<file path="config.mk">
export PLATFORM = sky130hd
export DESIGN_NAME = tdm_frame_ctrl
export DESIGN_NICKNAME = d
export VERILOG_FILES = /design/src/rtl/tdm_frame_ctrl.sv
export SDC_FILE = /design/constraint.sdc
export NUM_CORES = 1
export LEC_CHECK = 0
export CAP_MARGIN = 10
export CORE_MARGIN = 4
export CORE_UTILIZATION = 57
export DETAILED_ROUTE_END_ITERATION = 16
export PLACE_DENSITY_LB_ADDON = 0.1
export SYNTH_ARGS = -nofsm -noshare
export SYNTH_HDL_FRONTEND = slang
export SYNTH_SLANG_ARGS = --single-unit
export TNS_END_PERCENT = 10
</file>
<file path="constraint.sdc">
create_clock -name clk50 -period 9.7 [get_ports clk50]
set_input_delay 1.455 -clock clk50 [delete_from_list [all_inputs] [get_ports clk50]]
set_output_delay 1.455 -clock clk50 [all_outputs]
set_load 0.03 [all_outputs]
</file>
<file path="src/rtl/tdm_frame_ctrl.sv">
// rtl/tdm_frame_ctrl.sv - TDM frame tracker with double-buffered capture and bit-serial STM readout
module tdm_frame_ctrl #(
  parameter int FRAME_BITS = 256,
  parameter int C4_PER_BIT = 2,
  parameter int MISS_LIMIT = 2
) (
  input  logic clk50,
  input  logic reset,
  input  logic f0,
  input  logic c4,
  input  logic data_from_dt,
  input  logic select,
  input  logic clk_from_stm,
  input  logic clr_err,
  output logic data_to_stm,
  output logic cpu_int,
  output logic overrun,
  output logic sync_lost
);

  localparam int BW = $clog2(FRAME_BITS);
  localparam int PW = (C4_PER_BIT > 1) ? $clog2(C4_PER_BIT) : 1;
  localparam int MW = $clog2(MISS_LIMIT + 1);
  localparam logic [BW-1:0] BIT_LAST  = BW'(FRAME_BITS - 1);
  localparam logic [PW-1:0] PH_LAST   = PW'(C4_PER_BIT - 1);
  localparam logic [MW-1:0] MISS_LAST = MW'(MISS_LIMIT - 1);

  typedef enum logic {HUNT = 1'b0, LOCKED = 1'b1} state_t;

  state_t          state, state_nxt;
  logic [1:0]      f0_sr, d_sr;
  logic [2:0]      c4_sr, stm_sr;
  logic            c4_rise, stm_fall, f0_s, d_s;
  logic [PW-1:0]   ph;
  logic [BW-1:0]   bit_cnt;
  logic [MW-1:0]   miss;
  logic            cap_en;
  logic            at_start, align, step, relatch, miss_inc, set_sync;
  logic            frame_done, wr_en, rd_done;
  logic            wr_bank, rd_full;
  logic [BW-1:0]   rd_idx;
  logic [FRAME_BITS-1:0] bank [2];
  logic [FRAME_BITS-1:0] rd_word;

  // f0 and data share the c4 second stage so they line up with c4_rise
  always_ff @(posedge clk50) begin
    if (reset) begin
      f0_sr  <= '1;
      d_sr   <= '0;
      c4_sr  <= '0;
      stm_sr <= '0;
    end else begin
      f0_sr  <= {f0_sr[0], f0};
      d_sr   <= {d_sr[0], data_from_dt};
      c4_sr  <= {c4_sr[1:0], c4};
      stm_sr <= {stm_sr[1:0], clk_from_stm};
    end
  end

  assign c4_rise  = c4_sr[1] & ~c4_sr[2];
  assign stm_fall = stm_sr[2] & ~stm_sr[1];
  assign f0_s     = f0_sr[1];
  assign d_s      = d_sr[1];
  assign at_start = (bit_cnt == '0) && (ph == '0);

  always_ff @(posedge clk50) begin
    if (reset) state <= HUNT;
    else       state <= state_nxt;
  end

  always_comb begin
    state_nxt = state;
    align     = 1'b0;
    step      = 1'b0;
    relatch   = 1'b0;
    miss_inc  = 1'b0;
    set_sync  = 1'b0;
    case (state)
      HUNT: begin
        if (c4_rise && !f0_s) begin
          align     = 1'b1;
          state_nxt = LOCKED;
        end
      end
      LOCKED: begin
        if (c4_rise) begin
          if (!at_start && !f0_s) begin
            set_sync = 1'b1;
            align    = 1'b1;
          end else if (at_start && !f0_s) begin
            step    = 1'b1;
            relatch = 1'b1;
          end else if (at_start && (miss == MISS_LAST)) begin
            set_sync  = 1'b1;
            state_nxt = HUNT;
          end else begin
            step     = 1'b1;
            miss_inc = at_start;
          end
        end
      end
      default: state_nxt = HUNT;
    endcase
  end

  assign frame_done = step && (ph == PH_LAST) && (bit_cnt == BIT_LAST);
  assign wr_en      = !reset && step && (ph == PH_LAST) && (relatch ? select : cap_en);

  always_ff @(posedge clk50) begin
    if (reset) begin
      ph      <= '0;
      bit_cnt <= '0;
      miss    <= '0;
      cap_en  <= 1'b0;
    end else if (align) begin
      ph      <= '0;
      bit_cnt <= '0;
      miss    <= '0;
      cap_en  <= select;
    end else if (step) begin
      if (relatch) begin
        miss   <= '0;
        cap_en <= select;
      end else if (miss_inc) begin
        miss <= miss + 1'b1;
      end
      if (ph == PH_LAST) begin
        ph      <= '0;
        bit_cnt <= (bit_cnt == BIT_LAST) ? '0 : bit_cnt + 1'b1;
      end else begin
        ph <= ph + 1'b1;
      end
    end
  end

  always_ff @(posedge clk50) begin
    if (wr_en) bank[wr_bank][bit_cnt] <= d_s;
  end

  assign rd_word = bank[!wr_bank];
  assign rd_done = stm_fall && rd_full && (rd_idx == BIT_LAST);

  // Readout bookkeeping runs before the swap decision so a coincident final edge frees the bank
  always_ff @(posedge clk50) begin
    if (reset) begin
      wr_bank   <= 1'b0;
      rd_full   <= 1'b0;
      rd_idx    <= '0;
      overrun   <= 1'b0;
      sync_lost <= 1'b0;
    end else begin
      if (clr_err) begin
        overrun   <= 1'b0;
        sync_lost <= 1'b0;
      end
      if (set_sync) sync_lost <= 1'b1;
      if (stm_fall && rd_full) begin
        rd_idx <= rd_done ? '0 : rd_idx + 1'b1;
        if (rd_done) rd_full <= 1'b0;
      end
      if (frame_done && cap_en) begin
        if (!rd_full || rd_done) begin
          wr_bank <= ~wr_bank;
          rd_full <= 1'b1;
          rd_idx  <= '0;
        end else begin
          overrun <= 1'b1;
        end
      end
    end
  end

  assign data_to_stm = rd_full ? rd_word[rd_idx] : 1'b0;
  assign cpu_int     = rd_full;

endmodule

</file>
==> results_tabular.tex, run 1 <==
\begin{tabular}{lr}
\hline
Metric & Value \\
\hline
\multicolumn{2}{l}{\textbf{Worst setup path}} \\
Dominant cell type by count on the critical path & sky130\_fd\_sc\_hd\_\_nor4\_1 \\
Data arrival time at the worst-slack endpoint & slightly below 5 ns \\
Worst reg-to-reg setup slack & 5.83 ns \\
Critical Path End Type & output pin \\
Nature of the critical path startpoint & register \\
Worst-path fanout max & 58 \\
Required time of the critical path & a little over 8 ns \\
Critical Setup Path Class & reg -> out \\
Critical-path cell list & buf\_4 -> mux4\_1 -> mux2i\_1 -> a2111oi\_0 -> nor2\_1 -> nor4\_1 -> nor4\_1 -> a211oi\_2 -> clkdlybuf4s50\_1 \\
Delay of the slowest critical-path stage & between 0.8 and 0.9 ns \\
Crit-path slowest cell & sky130\_fd\_sc\_hd\_\_buf\_4 \\
Combined buffer and inverter count along the critical path & 2 \\
Kind of cell adding the most delay to the critical path & buffers and inverters \\
\multicolumn{2}{l}{\textbf{Floorplanning}} \\
Number of core rows & 74 \\
Starting density of the core & 0.582 \\
Die area & approximately 0.045 mm2 \\
IO Pins & 12 \\
Die Y-Extent & 213 um \\
Placeable core region & 0.0412 mm2 \\
Die outline width & about 210 um \\
\multicolumn{2}{l}{\textbf{Logic synthesis}} \\
Cell area after synthesis & 0.0240 mm2 \\
Syn Inst Count & roughly 1700 \\
Share of synthesized area occupied by flip-flops and latches & 0.671 \\
Top post-synthesis cells by area & sky130\_fd\_sc\_hd\_\_edfxtp\_1 (64\%), sky130\_fd\_sc\_hd\_\_mux4\_2 (10\%), sky130\_fd\_sc\_hd\_\_nor2\_1 (8.8\%), sky130\_fd\_sc\_hd\_\_dfxtp\_1 (2.9\%), sky130\_fd\_sc\_hd\_\_mux2i\_1 (1.3\%) \\
Synth Flop Type & sky130\_fd\_sc\_hd\_\_edfxtp\_1 \\
Average size of a mapped cell & 13.9 um2 \\
Fraction of post-synthesis cell area in the top cell type by area & 0.641 \\
Fraction of registers with async set/reset & 0 \\
Syn. warnings & 0 \\
Post-synthesis net count & $\sim$1700 \\
Number of unique standard cell types used by synthesis & between 60 and 70 \\
Number of flops mapped to enable cells by yosys & between 500 and 600 \\
Register bit count reported by yosys & around 550 \\
Cell taking the most area after synthesis & sky130\_fd\_sc\_hd\_\_edfxtp\_1 \\
\multicolumn{2}{l}{\textbf{Clock network}} \\
Hold-fix buffers, CTS & 0 \\
CTS-repair resized insts & 0 \\
Clk sink count & between 500 and 600 \\
CTS tree & built \\
Maximum buffer depth of the clock tree & 3 \\
Root buffer cell & sky130\_fd\_sc\_hd\_\_clkbuf\_16 \\
Clock buffers created by TritonCTS & 56 \\
Clock network latency to the later pin of the worst-skew pair & 0.61 ns \\
CTS H-Tree Depth & 2 \\
CTS clock-pin slew for the worst setup and hold paths & roughly 0.060 ns \\
Number of buffers added for setup after CTS & 0 \\
\multicolumn{2}{l}{\textbf{Timing}} \\
Clock tree skew after final layout & roughly 0.015 ns \\
Worst Tran Pin Value & 1.41 ns \\
Setup total negative slack & 0 ns \\
Slew Limit Headroom & 0.0573 \\
Final hold violations & 0 \\
Final-report max-slew violation count & 0 \\
Maximum operating frequency & 157 MHz \\
RSZ-0062 raised after global routing & false \\
Period Utilization, post-route & 0.656 \\
Post-route minimum period & 6.37 ns \\
Setup-failing EPs final & 0 \\
\multicolumn{2}{l}{\textbf{GRT}} \\
Number of global-route vias before repair & about 14000 \\
Largest net degree at the start of global routing & 316 \\
Met1 layer usage reported by global route & 0.384 \\
Met3 track utilization from global routing & 0.0486 \\
Global-route layer with the greatest usage & met2 \\
GR Layer Usage met2 & 0.419 \\
Overall routing resource usage & 0.269 \\
Initial antenna violation count & 2 \\
Wire length of the first global-routing pass & about 90 mm \\
Global route total overflow & 0 \\
\multicolumn{2}{l}{\textbf{Cells and area}} \\
Area taken by multi-input logic gates & approximately 0.0070 mm2 \\
Area growth from synthesis to final layout & 8.25\% \\
Register area & approximately 0.016 mm2 \\
Ratio of cells with drive above 1 in the final layout & 0.135 \\
Post-layout nets & 1698 \\
Filler Cell Count & $\sim$3100 \\
Diodes inserted & 0 \\
\multicolumn{2}{l}{\textbf{Routing}} \\
Average wire per standard cell & approximately 26 um \\
DRC violation count after routing & 0 \\
Via total after detailed routing & between 10000 and 15000 \\
Overall routed net length & 59.8 mm \\
DR pass1 iterations & 5 \\
Post-route antenna net violation count & 0 \\
Starting DRC count in detailed routing & slightly below 2000 \\
Vias per inst & approximately 6.3 \\
\multicolumn{2}{l}{\textbf{Pwr}} \\
Total power density per cell area & about 180 mW/mm2 \\
Switching part of the total & 0.195 \\
Design internal power & 0.00372 W \\
Relative contribution of the clock network to total power & 0.436 \\
Switching component of the power & approximately 0.0009 W \\
Total Power & roughly 0.0046 W \\
Static Leak & $\sim$6.7 nW \\
Combinational power share & 0.006 \\
VDD IR max & approximately 130 uV \\
Sequential power share & 0.558 \\
\multicolumn{2}{l}{\textbf{Placed design}} \\
HPWL after detailed placement & $\sim$34 mm \\
IO buf count & 11 \\
Placer's final routability congestion estimate & a little over 0.8 \\
\multicolumn{2}{l}{\textbf{Run status}} \\
Result of the run & complete, no violations \\
\multicolumn{2}{l}{\textbf{Hold path}} \\
Hold WC Path Type & reg -> reg \\
\multicolumn{2}{l}{\textbf{Run}} \\
Maximum Capacitance Violations & 0 \\
\hline
\end{tabular}
synth_stat cells (all sizes together) (6+ instances only):
cell type and n:
nand4 6, dfxtp 35, a21oi 20, nor3 12, a22oi 7, ha 6, nand3 33, and2 11
or2 6, xnor2 10, nand2 79, inv 10, nor4 6, clkbuf 48, nand2b 6, nor2 560
a221oi 10, edfxtp 512, mux4 118, buf 95, nor2b 22, o21ai 8, a211oi 8, mux2i 32
power groups by stage:
stage / Combinational (W) / Sequential, W / Clock, W
floorplan: 0.00000423 / 0.00265 / 0
global placement: 0.0000253 / 0.00262 / 0
detailed placement: 0.0000260 / 0.00262 / 0
CTS: 0.0000261 / 0.00257 / 0.00204
global route: 0.0000288 / 0.00257 / 0.00214
finish: 0.0000261 / 0.00257 / 0.00201
registers in the layout, summed over array words and instances (netlist names), 2 cells and up:
| name | cells |
|---|---|
| f0_sr | 2 |
| bit_cnt | 8 |
| bank | 512 |
| miss | 2 |
| d_sr | 2 |
| c4_sr | 3 |
| stm_sr | 3 |
| rd_idx | 8 |
placed cells by master, fill, tap and decap left out, types with 7 or more instances in the layout:
cell	count
sky130_fd_sc_hd__nor2_1	560
sky130_fd_sc_hd__edfxtp_1	512
sky130_fd_sc_hd__mux4_2	110
sky130_fd_sc_hd__nand2_1	79
sky130_fd_sc_hd__clkbuf_16	57
sky130_fd_sc_hd__nand3_1	33
sky130_fd_sc_hd__mux2i_1	32
sky130_fd_sc_hd__dfxtp_1	30
sky130_fd_sc_hd__buf_4	30
sky130_fd_sc_hd__clkbuf_1	27
sky130_fd_sc_hd__nor2b_1	22
sky130_fd_sc_hd__a21oi_1	20
sky130_fd_sc_hd__nor3_1	12
sky130_fd_sc_hd__and2_1	11
sky130_fd_sc_hd__clkdlybuf4s50_1	11
sky130_fd_sc_hd__xnor2_1	10
sky130_fd_sc_hd__inv_1	9
sky130_fd_sc_hd__a221oi_1	9
sky130_fd_sc_hd__mux4_1	8
sky130_fd_sc_hd__a211oi_1	7
sky130_fd_sc_hd__clkinv_1	7
sky130_fd_sc_hd__a22oi_1	7
per-stage QoR:
stage	utilization	worst slack (ns)	instances	cell area [um2]	hold slack, ns
after floorplan	-	1.70	1724	24000	0.389
after global placement	0.588	3.98	2156	24200	0.399
after detailed placement	0.588	3.98	2156	24200	0.410
after CTS	0.628	3.31	2259	25900	0.440
after global routing	0.630	3.15	2261	25900	0.456
final	0.630	3.33	2261	25900	0.436
cell type report:
class	count	share of cell area
sequential	547	0.620
clock inverter	15	0.00395
timing repair buffer	45	0.0166
inverter	11	0.00159
tap	532	0.0257
clock buffer	88	0.0610
multi-input combinational	1023	0.271
metal layers:
| layer | share of wire | vias up |
|---|---|---|
| met5 | 0.00038 | - |
| met4 | 0.038 | 4 |
| met3 | 0.085 | 122 |
| met2 | 0.47 | 666 |
| met1 | 0.40 | 7257 |
| li1 | - | 6215 |
path summary, 6_finish.rpt:
kind | start | depth (start not counted) | end
hold reg to reg | f0_sr[0] | 1 | f0_sr[1]
setup / recovery | rd_idx[0] | 9 | data_to_stm
setup reg to reg | bit_cnt[0] | 9 | bank[1][84]
hold / removal | f0_sr[0] | 1 | f0_sr[1]
cells by family (layout without fill, tap and decap cells):
kind of cell	count (synthesis)	count (layout)	share of synthesized area
fa+ha+maj	6	6	0.00313
simple gates	759	759	0.130
compound gates	88	88	0.0271
buf+inv	154	159	0.0359
xor+xnor	15	15	0.00548
mux	155	155	0.128
flops	547	547	0.671
(Power assumes the default switching activity.)
==> run 2, diff against run 1 <==
==> constraint.sdc (replaced) <==
create_clock -name clk50 -period 6.3 [get_ports clk50]
set_input_delay 0.945 -clock clk50 [delete_from_list [all_inputs] [get_ports clk50]]
set_output_delay 0.945 -clock clk50 [all_outputs]
set_load 0.03 [all_outputs]
==> run 2 against run 1 <==
Against the previous run:
- register-to-register slack lost 3.4 ns
- critical endpoint unchanged
- final cell count grew 0.13%
- core utilization grew 0.32 points
- highest routed layer is now met4
==> results_tabular.tex, run 2 (same netlist as run 1, synthesis figures left out) <==
\begin{tabular}{lr}
\hline
Metric & Value \\
\hline
\multicolumn{2}{l}{\textbf{Cells and area}} \\
Most used cells in the layout excluding fill and tap cells & sky130\_fd\_sc\_hd\_\_nor2\_1 (560), sky130\_fd\_sc\_hd\_\_edfxtp\_1 (512), sky130\_fd\_sc\_hd\_\_mux4\_2 (110), sky130\_fd\_sc\_hd\_\_nand2\_1 (79), sky130\_fd\_sc\_hd\_\_clkbuf\_16 (57) \\
Post-route core utilization & 0.633 (+0.00316) \\
Number of flip-flops in the largest register & 512 (unchanged) \\
Most flop-heavy register & bank \\
Post-layout nets & 1704 (+0.35\%) \\
Ratio of cells with drive above 1 in the final layout & 0.141 (+0.00554) \\
Filler Cell Count & 3105 (+0.84\%) \\
Area growth from synthesis to final layout & 8.79\% \\
Diodes inserted & 0 (unchanged) \\
Registers with the highest flip-flop counts & bank (512), bit\_cnt (8), rd\_idx (8) \\
Most frequent standard cell in the layout excluding fill and tap cells & sky130\_fd\_sc\_hd\_\_nor2\_1 \\
\multicolumn{2}{l}{\textbf{Pwr}} \\
VDD IR max & 209 uV (+55\%) \\
Combinational power share & 0.006 (about the same) \\
Total power density per cell area & 278 mW/mm2 (+56\%) \\
Switching component of the power & 0.00138 W (+54\%) \\
Static Leak & 6.76 nW (+1.2\%) \\
Design internal power & 0.00587 W (+58\%) \\
Switching part of the total & 0.190 (-0.00437) \\
Total Power & 0.00725 W (+57\%) \\
Sequential power share & 0.546 (-0.012) \\
Relative contribution of the clock network to total power & 0.448 (+0.012) \\
\multicolumn{2}{l}{\textbf{Timing}} \\
Maximum operating frequency & 183 MHz \\
Slew Limit Headroom & 0.146 (+0.0891) \\
Clock tree skew after final layout & 0.0160 ns (+0.000781 ns) \\
Setup-failing EPs final & 0 (unchanged) \\
Setup total negative slack & 0 ns (unchanged) \\
Worst Tran Pin Value & 1.28 ns (-0.137 ns) \\
RSZ-0062 raised after global routing & false \\
Post-route minimum period & around 5.5 ns \\
Period Utilization, post-route & 0.867 \\
Final hold violations & 0 (unchanged) \\
Final-report max-slew violation count & 0 (unchanged) \\
\multicolumn{2}{l}{\textbf{Clock network}} \\
Hold-fix buffers, CTS & 0 (unchanged) \\
Maximum buffer depth of the clock tree & 3 (unchanged) \\
Number of buffers added for setup after CTS & 0 (unchanged) \\
CTS-repair resized insts & 0 (unchanged) \\
CTS clock-pin slew for the worst setup and hold paths & 0.06 ns (about the same) \\
CTS tree & built \\
Root buffer cell & sky130\_fd\_sc\_hd\_\_clkbuf\_16 \\
Clk sink count & 547 (unchanged) \\
Clock network latency to the later pin of the worst-skew pair & 0.60 ns (about the same) \\
Clock buffers created by TritonCTS & 55 (-1.8\%) \\
CTS H-Tree Depth & 2 (unchanged) \\
\multicolumn{2}{l}{\textbf{GRT}} \\
Global route total overflow & 0 (unchanged) \\
Wire length of the first global-routing pass & 90.7 mm (+1.7\%) \\
Initial antenna violation count & 0 (-2) \\
Overall routing resource usage & 0.272 (+0.00314) \\
Number of global-route vias before repair & 14516 (+2.8\%) \\
Largest net degree at the start of global routing & 144 (-54\%) \\
\multicolumn{2}{l}{\textbf{Floorplanning}} \\
Starting density of the core & 0.582 (unchanged) \\
Die area & 0.0454 mm2 (unchanged) \\
Die outline width & 213 um (unchanged) \\
Placeable core region & 0.0412 mm2 (unchanged) \\
Die Y-Extent & 213 um (unchanged) \\
Number of core rows & 74 (unchanged) \\
IO Pins & 12 (unchanged) \\
\multicolumn{2}{l}{\textbf{Worst setup path}} \\
Nature of the critical path startpoint & register \\
Critical-path cell list & buf\_4 -> mux4\_2 -> nand3\_1 -> o21ai\_1 -> a2111oi\_0 -> a311oi\_1 -> o311ai\_1 -> a211oi\_2 -> clkdlybuf4s50\_1 \\
Data arrival time at the worst-slack endpoint & 4.51 ns (-0.40 ns) \\
Worst setup path startpoint & wr\_bank \\
Worst-path fanout max & 51 (-12\%) \\
Required time of the critical path & 5.35 ns (-2.90 ns) \\
Critical Setup Path Class & reg -> out \\
Delay of the slowest critical-path stage & 0.91 ns (+0.08 ns) \\
Critical Path End Type & output pin \\
Startpoint of the lowest-slack register-to-register path & bit\_cnt[0] \\
Crit-path slowest cell & sky130\_fd\_sc\_hd\_\_dfxtp\_4 \\
\multicolumn{2}{l}{\textbf{Hold path}} \\
Hold wc startpoint & f0\_sr[0] \\
Hold WC Path Type & reg -> reg \\
\multicolumn{2}{l}{\textbf{Routing}} \\
Starting DRC count in detailed routing & 1922 (-1.5\%) \\
DR pass1 iterations & 7 (+2) \\
Average wire per standard cell & 26.6 um (+0.62\%) \\
DRC violation count after routing & 0 (unchanged) \\
Vias per inst & 6.34 (+0.57\%) \\
Post-route antenna net violation count & 0 (unchanged) \\
Via total after detailed routing & 14364 (+0.70\%) \\
Overall routed net length & 60.3 mm (+0.75\%) \\
\multicolumn{2}{l}{\textbf{Placed design}} \\
HPWL after detailed placement & 35.3 mm (+3.2\%) \\
IO buf count & 11 (unchanged) \\
Placer's final routability congestion estimate & 0.836 (+1.7\%) \\
\multicolumn{2}{l}{\textbf{Run}} \\
Maximum Capacitance Violations & 0 (unchanged) \\
\multicolumn{2}{l}{\textbf{Run status}} \\
Result of the run & complete, no violations \\
\hline
\end{tabular}
-- run 2: cell count changes in the layout (fill, tap and decap cells not counted), sizes merged --
cell      change
inv           -2
clkinvlp      +1
clkbuf       -12
buf           +7
bufinv        +5
clkinv        +4
-- run 2: worst max-delay path: cells and delay by family, from the launching register on --
family,cells,cell delay [ns]
AO/OA/AOI/OAI,5,1.27
buffers and inverters,2,1.06
flip-flops,1,0.91
multiplexers,1,0.57
AND/OR/NAND/NOR,1,0.09
-- run 2: worst paths after layout --
check	end	slack, ns	cells after the start
min reg2reg	f0_sr[1]	0.41	1
max	data_to_stm	0.84	9
min	f0_sr[1]	0.41	1
max reg2reg	bank[1][0]	2.40	9
-- run 2: cell type report --
cell class | instances | area, um2 | area share
flip-flops and latches | 547 | 16100 | 0.617
multi-input cells | 1023 | 7040 | 0.270
clock buffers | 76 | 1510 | 0.0578
well taps | 532 | 666 | 0.0255
repair buffers | 52 | 478 | 0.0183
clock inverters | 23 | 260 | 0.00998
inverters | 11 | 41.3 | 0.00158
-- run 2: stage by stage --
step	setup WS (ns)	cell area [um2]	hold slack [ns]	cells
detailed placement	1.45	24200	0.402	2162
global route	0.705	26100	0.428	2264
finish	0.841	26100	0.414	2264
CTS	0.806	26000	0.420	2261
floorplan	1.82	24000	0.389	1724
global placement	1.49	24200	0.405	2162
-- run 2: power groups by stage --
stage	combinational, W	sequential, W	clock (W)
final	0.0000430	0.00396	0.00325
after global routing	0.0000472	0.00396	0.00345
after CTS	0.0000413	0.00396	0.00329
after detailed placement	0.0000412	0.00404	0
after global placement	0.0000396	0.00404	0
after floorplan	0.00000652	0.00406	0
-- run 2: layer usage --
| layer | wire length [um] | global-route usage |
|---|---|---|
| met1 | 24000 | 0.387 |
| met2 | 29400 | 0.435 |
| met3 | 5150 | 0.0482 |
| met4 | 1720 | 0.0882 |
| met5 | 0 | 0 |
==> run 3, diff against run 2 <==
--- a/config.mk
+++ b/config.mk
@@ -8,6 +8,7 @@
 export CAP_MARGIN = 10
 export CORE_MARGIN = 4
 export CORE_UTILIZATION = 57
+export CTS_BUF_LIST = sky130_fd_sc_hd__clkbuf_4 sky130_fd_sc_hd__clkbuf_8 sky130_fd_sc_hd__clkbuf_16
 export DETAILED_ROUTE_END_ITERATION = 16
 export PLACE_DENSITY_LB_ADDON = 0.1
 export SYNTH_ARGS = -nofsm -noshare
==> run 3 against run 2 <==
Against the previous run:
- clock skew shrank 0.0021 ns
- flip-flop and latch count is the same
- global-route usage is essentially flat
- via count grew 0.76%
- first-iteration DRC count grew 2.2%
- die area is the same
- worst setup slack lost 0.035 ns
==> results_tabular.tex, run 3 (same netlist as run 1, synthesis figures left out) <==
\begin{tabular}{lr}
\hline
Metric & Value \\
\hline
\multicolumn{2}{l}{\textbf{Run status}} \\
Result of the run & complete, no violations \\
\multicolumn{2}{l}{\textbf{Pwr}} \\
Total power density per cell area & 280 mW/mm2 (+0.82\%) \\
Static Leak & 6.83 nW (+0.91\%) \\
VDD IR max & 210 uV (+0.64\%) \\
\multicolumn{2}{l}{\textbf{Floorplanning}} \\
Number of core rows & 74 (unchanged) \\
Placeable core region & 0.0412 mm2 (unchanged) \\
Starting density of the core & 0.582 (unchanged) \\
Die area & 0.0454 mm2 (unchanged) \\
Die Y-Extent & 213 um (unchanged) \\
IO Pins & 12 (unchanged) \\
Die outline width & 213 um (unchanged) \\
\multicolumn{2}{l}{\textbf{Timing}} \\
Clock tree skew after final layout & 0.0139 ns (-0.00211 ns) \\
Maximum operating frequency & 182 MHz (-0.63\%) \\
Final-report max-slew violation count & 0 (unchanged) \\
RSZ-0062 raised after global routing & false \\
Setup-failing EPs final & 0 (unchanged) \\
Post-route minimum period & 5.49 ns (+0.0348 ns) \\
Slew Limit Headroom & 0.164 (+0.0172) \\
Setup total negative slack & 0 ns (unchanged) \\
Worst Tran Pin Value & 1.25 ns (-0.0257 ns) \\
Period Utilization, post-route & 0.872 (+0.00552) \\
Final hold violations & 0 (unchanged) \\
\multicolumn{2}{l}{\textbf{Routing}} \\
DRC violation count after routing & 0 (unchanged) \\
Via total after detailed routing & 14473 (+0.76\%) \\
DR pass1 iterations & 6 (-1) \\
Post-route antenna net violation count & 0 (unchanged) \\
Overall routed net length & 60.3 mm (about the same) \\
Vias per inst & 6.39 (+0.76\%) \\
Average wire per standard cell & 26.7 um (about the same) \\
Starting DRC count in detailed routing & 1965 (+2.2\%) \\
\multicolumn{2}{l}{\textbf{Worst setup path}} \\
End point of the critical path & data\_to\_stm \\
Critical Setup Path Class & reg -> out \\
Worst setup path startpoint & wr\_bank \\
Worst-path fanout max & 51 (unchanged) \\
Critical Path End Type & output pin \\
Required time of the critical path & 5.35 ns (about the same) \\
Crit-path slowest cell & sky130\_fd\_sc\_hd\_\_dfxtp\_4 \\
Data arrival time at the worst-slack endpoint & 4.55 ns (+0.04 ns) \\
Length in cells of the worst reg-to-reg path & 9 (unchanged) \\
Worst reg-to-reg setup slack & 2.38 ns (-0.02 ns) \\
Delay of the slowest critical-path stage & 0.91 ns (about the same) \\
Nature of the critical path startpoint & register \\
Critical-path cell list & buf\_4 -> mux4\_2 -> nand3\_1 -> o21ai\_1 -> a2111oi\_0 -> a311oi\_1 -> o311ai\_1 -> a211oi\_2 -> clkdlybuf4s50\_1 \\
Startpoint of the lowest-slack register-to-register path & bit\_cnt[0] \\
Endpoint of the worst-slack reg-to-reg timing path & bank[1][0] \\
\multicolumn{2}{l}{\textbf{Clock network}} \\
Maximum buffer depth of the clock tree & 3 (unchanged) \\
Root buffer cell & sky130\_fd\_sc\_hd\_\_clkbuf\_16 \\
CTS-repair resized insts & 0 (unchanged) \\
CTS H-Tree Depth & 2 (unchanged) \\
Hold-fix buffers, CTS & 0 (unchanged) \\
Clk sink count & 547 (unchanged) \\
CTS tree & built \\
Clock network latency to the later pin of the worst-skew pair & 0.60 ns (about the same) \\
Clock buffers created by TritonCTS & 55 (unchanged) \\
Number of buffers added for setup after CTS & 0 (unchanged) \\
CTS clock-pin slew for the worst setup and hold paths & 0.06 ns (about the same) \\
\multicolumn{2}{l}{\textbf{Placed design}} \\
Placer's final routability congestion estimate & 0.836 (unchanged) \\
Placed cells & 2162 (unchanged) \\
Area of placed instances & 0.0242 mm2 (unchanged) \\
IO buf count & 11 (unchanged) \\
HPWL after detailed placement & 35.3 mm (unchanged) \\
\multicolumn{2}{l}{\textbf{GRT}} \\
Global route total overflow & 0 (unchanged) \\
Overall routing resource usage & 0.272 (about the same) \\
Initial antenna violation count & 0 (unchanged) \\
Wire length of the first global-routing pass & 90.6 mm (about the same) \\
Largest net degree at the start of global routing & 144 (unchanged) \\
Number of global-route vias before repair & 14520 (+0.028\%) \\
\multicolumn{2}{l}{\textbf{Cells and area}} \\
Ratio of cells with drive above 1 in the final layout & 0.151 (+0.0104) \\
Number of flip-flops in the largest register & 512 (unchanged) \\
Registers with the highest flip-flop counts & bank (512), bit\_cnt (8), rd\_idx (8) \\
Layout Cell Area excl Fill & 0.0261 mm2 (+0.26\%) \\
Area growth from synthesis to final layout & 9.07\% \\
Most used cells in the layout excluding fill and tap cells & sky130\_fd\_sc\_hd\_\_nor2\_1 (560), sky130\_fd\_sc\_hd\_\_edfxtp\_1 (512), sky130\_fd\_sc\_hd\_\_mux4\_2 (110), sky130\_fd\_sc\_hd\_\_nand2\_1 (79), sky130\_fd\_sc\_hd\_\_clkbuf\_16 (57) \\
Diodes inserted & 0 (unchanged) \\
Most frequent standard cell in the layout excluding fill and tap cells & sky130\_fd\_sc\_hd\_\_nor2\_1 \\
Most flop-heavy register & bank \\
Post-layout nets & 1704 (unchanged) \\
Final Instance Count excl. Fillers & 2264 (unchanged) \\
\multicolumn{2}{l}{\textbf{Run}} \\
Maximum Capacitance Violations & 0 (unchanged) \\
\multicolumn{2}{l}{\textbf{Hold path}} \\
Hold WC Path Type & reg -> reg \\
\hline
\end{tabular}
run 3: cell counts in the layout (fill, tap and decap cells not counted):
No cell type changed its count.
run 3: layer usage:
metal	track usage	up-vias	share of wire
li1	-	6215	-
met1	0.388	7485	0.40
met2	0.434	660	0.49
met3	0.0476	113	0.082
met4	0.0895	0	0.031
met5	0	-	0
run 3: worst min-delay path by stage:
stage / from / to / cells past startpoint
final: f0_sr[0] / f0_sr[1] / 1
after global routing: f0_sr[0] / f0_sr[1] / 1
after CTS: f0_sr[0] / f0_sr[1] / 1
after detailed placement: f0_sr[0] / f0_sr[1] / 1
after global placement: f0_sr[0] / f0_sr[1] / 1
after floorplan: f0_sr[0] / f0_sr[1] / 1
run 3: critical path, delay by kind of cell, from the launching register on:
kind | cells | cell delay (ns)
buffers and inverters | 2 | 1.05
muxes | 1 | 0.57
and+or+nand+nor | 1 | 0.10
AOI/OAI and AO/OA | 5 | 1.31
DFF | 1 | 0.91
run 3: power by group:
group / leakage (nW) / internal (W) / switching (W) / total (W)
logic: 1.69 / 0.00000964 / 0.0000336 / 0.0000432
clock network: 0.917 / 0.00198 / 0.00134 / 0.00332
registers: 4.21 / 0.00396 / 0.00000772 / 0.00396
total: 6.83 / 0.00595 / 0.00138 / 0.00733
run 3: area by class of cell:
class	count	area, um2
flip-flops and latches	547	16100
fillers	3083	15100
multi-input cells	1023	7040
clock buffers	76	1580
well taps	532	666
repair buffers	52	478
clock inverters	23	260
inverters	11	41.3
run 3: through the flow:
step / setup WS [ns] / util / hold WS, ns / power, W
detailed placement: 1.45 / 0.588 / 0.402 / 0.00408
finish: 0.806 / 0.635 / 0.414 / 0.00733
global placement: 1.49 / 0.588 / 0.405 / 0.00408
CTS: 0.806 / 0.633 / 0.420 / 0.00737
floorplan: 1.82 / - / 0.389 / 0.00407
global route: 0.686 / 0.635 / 0.428 / 0.00753
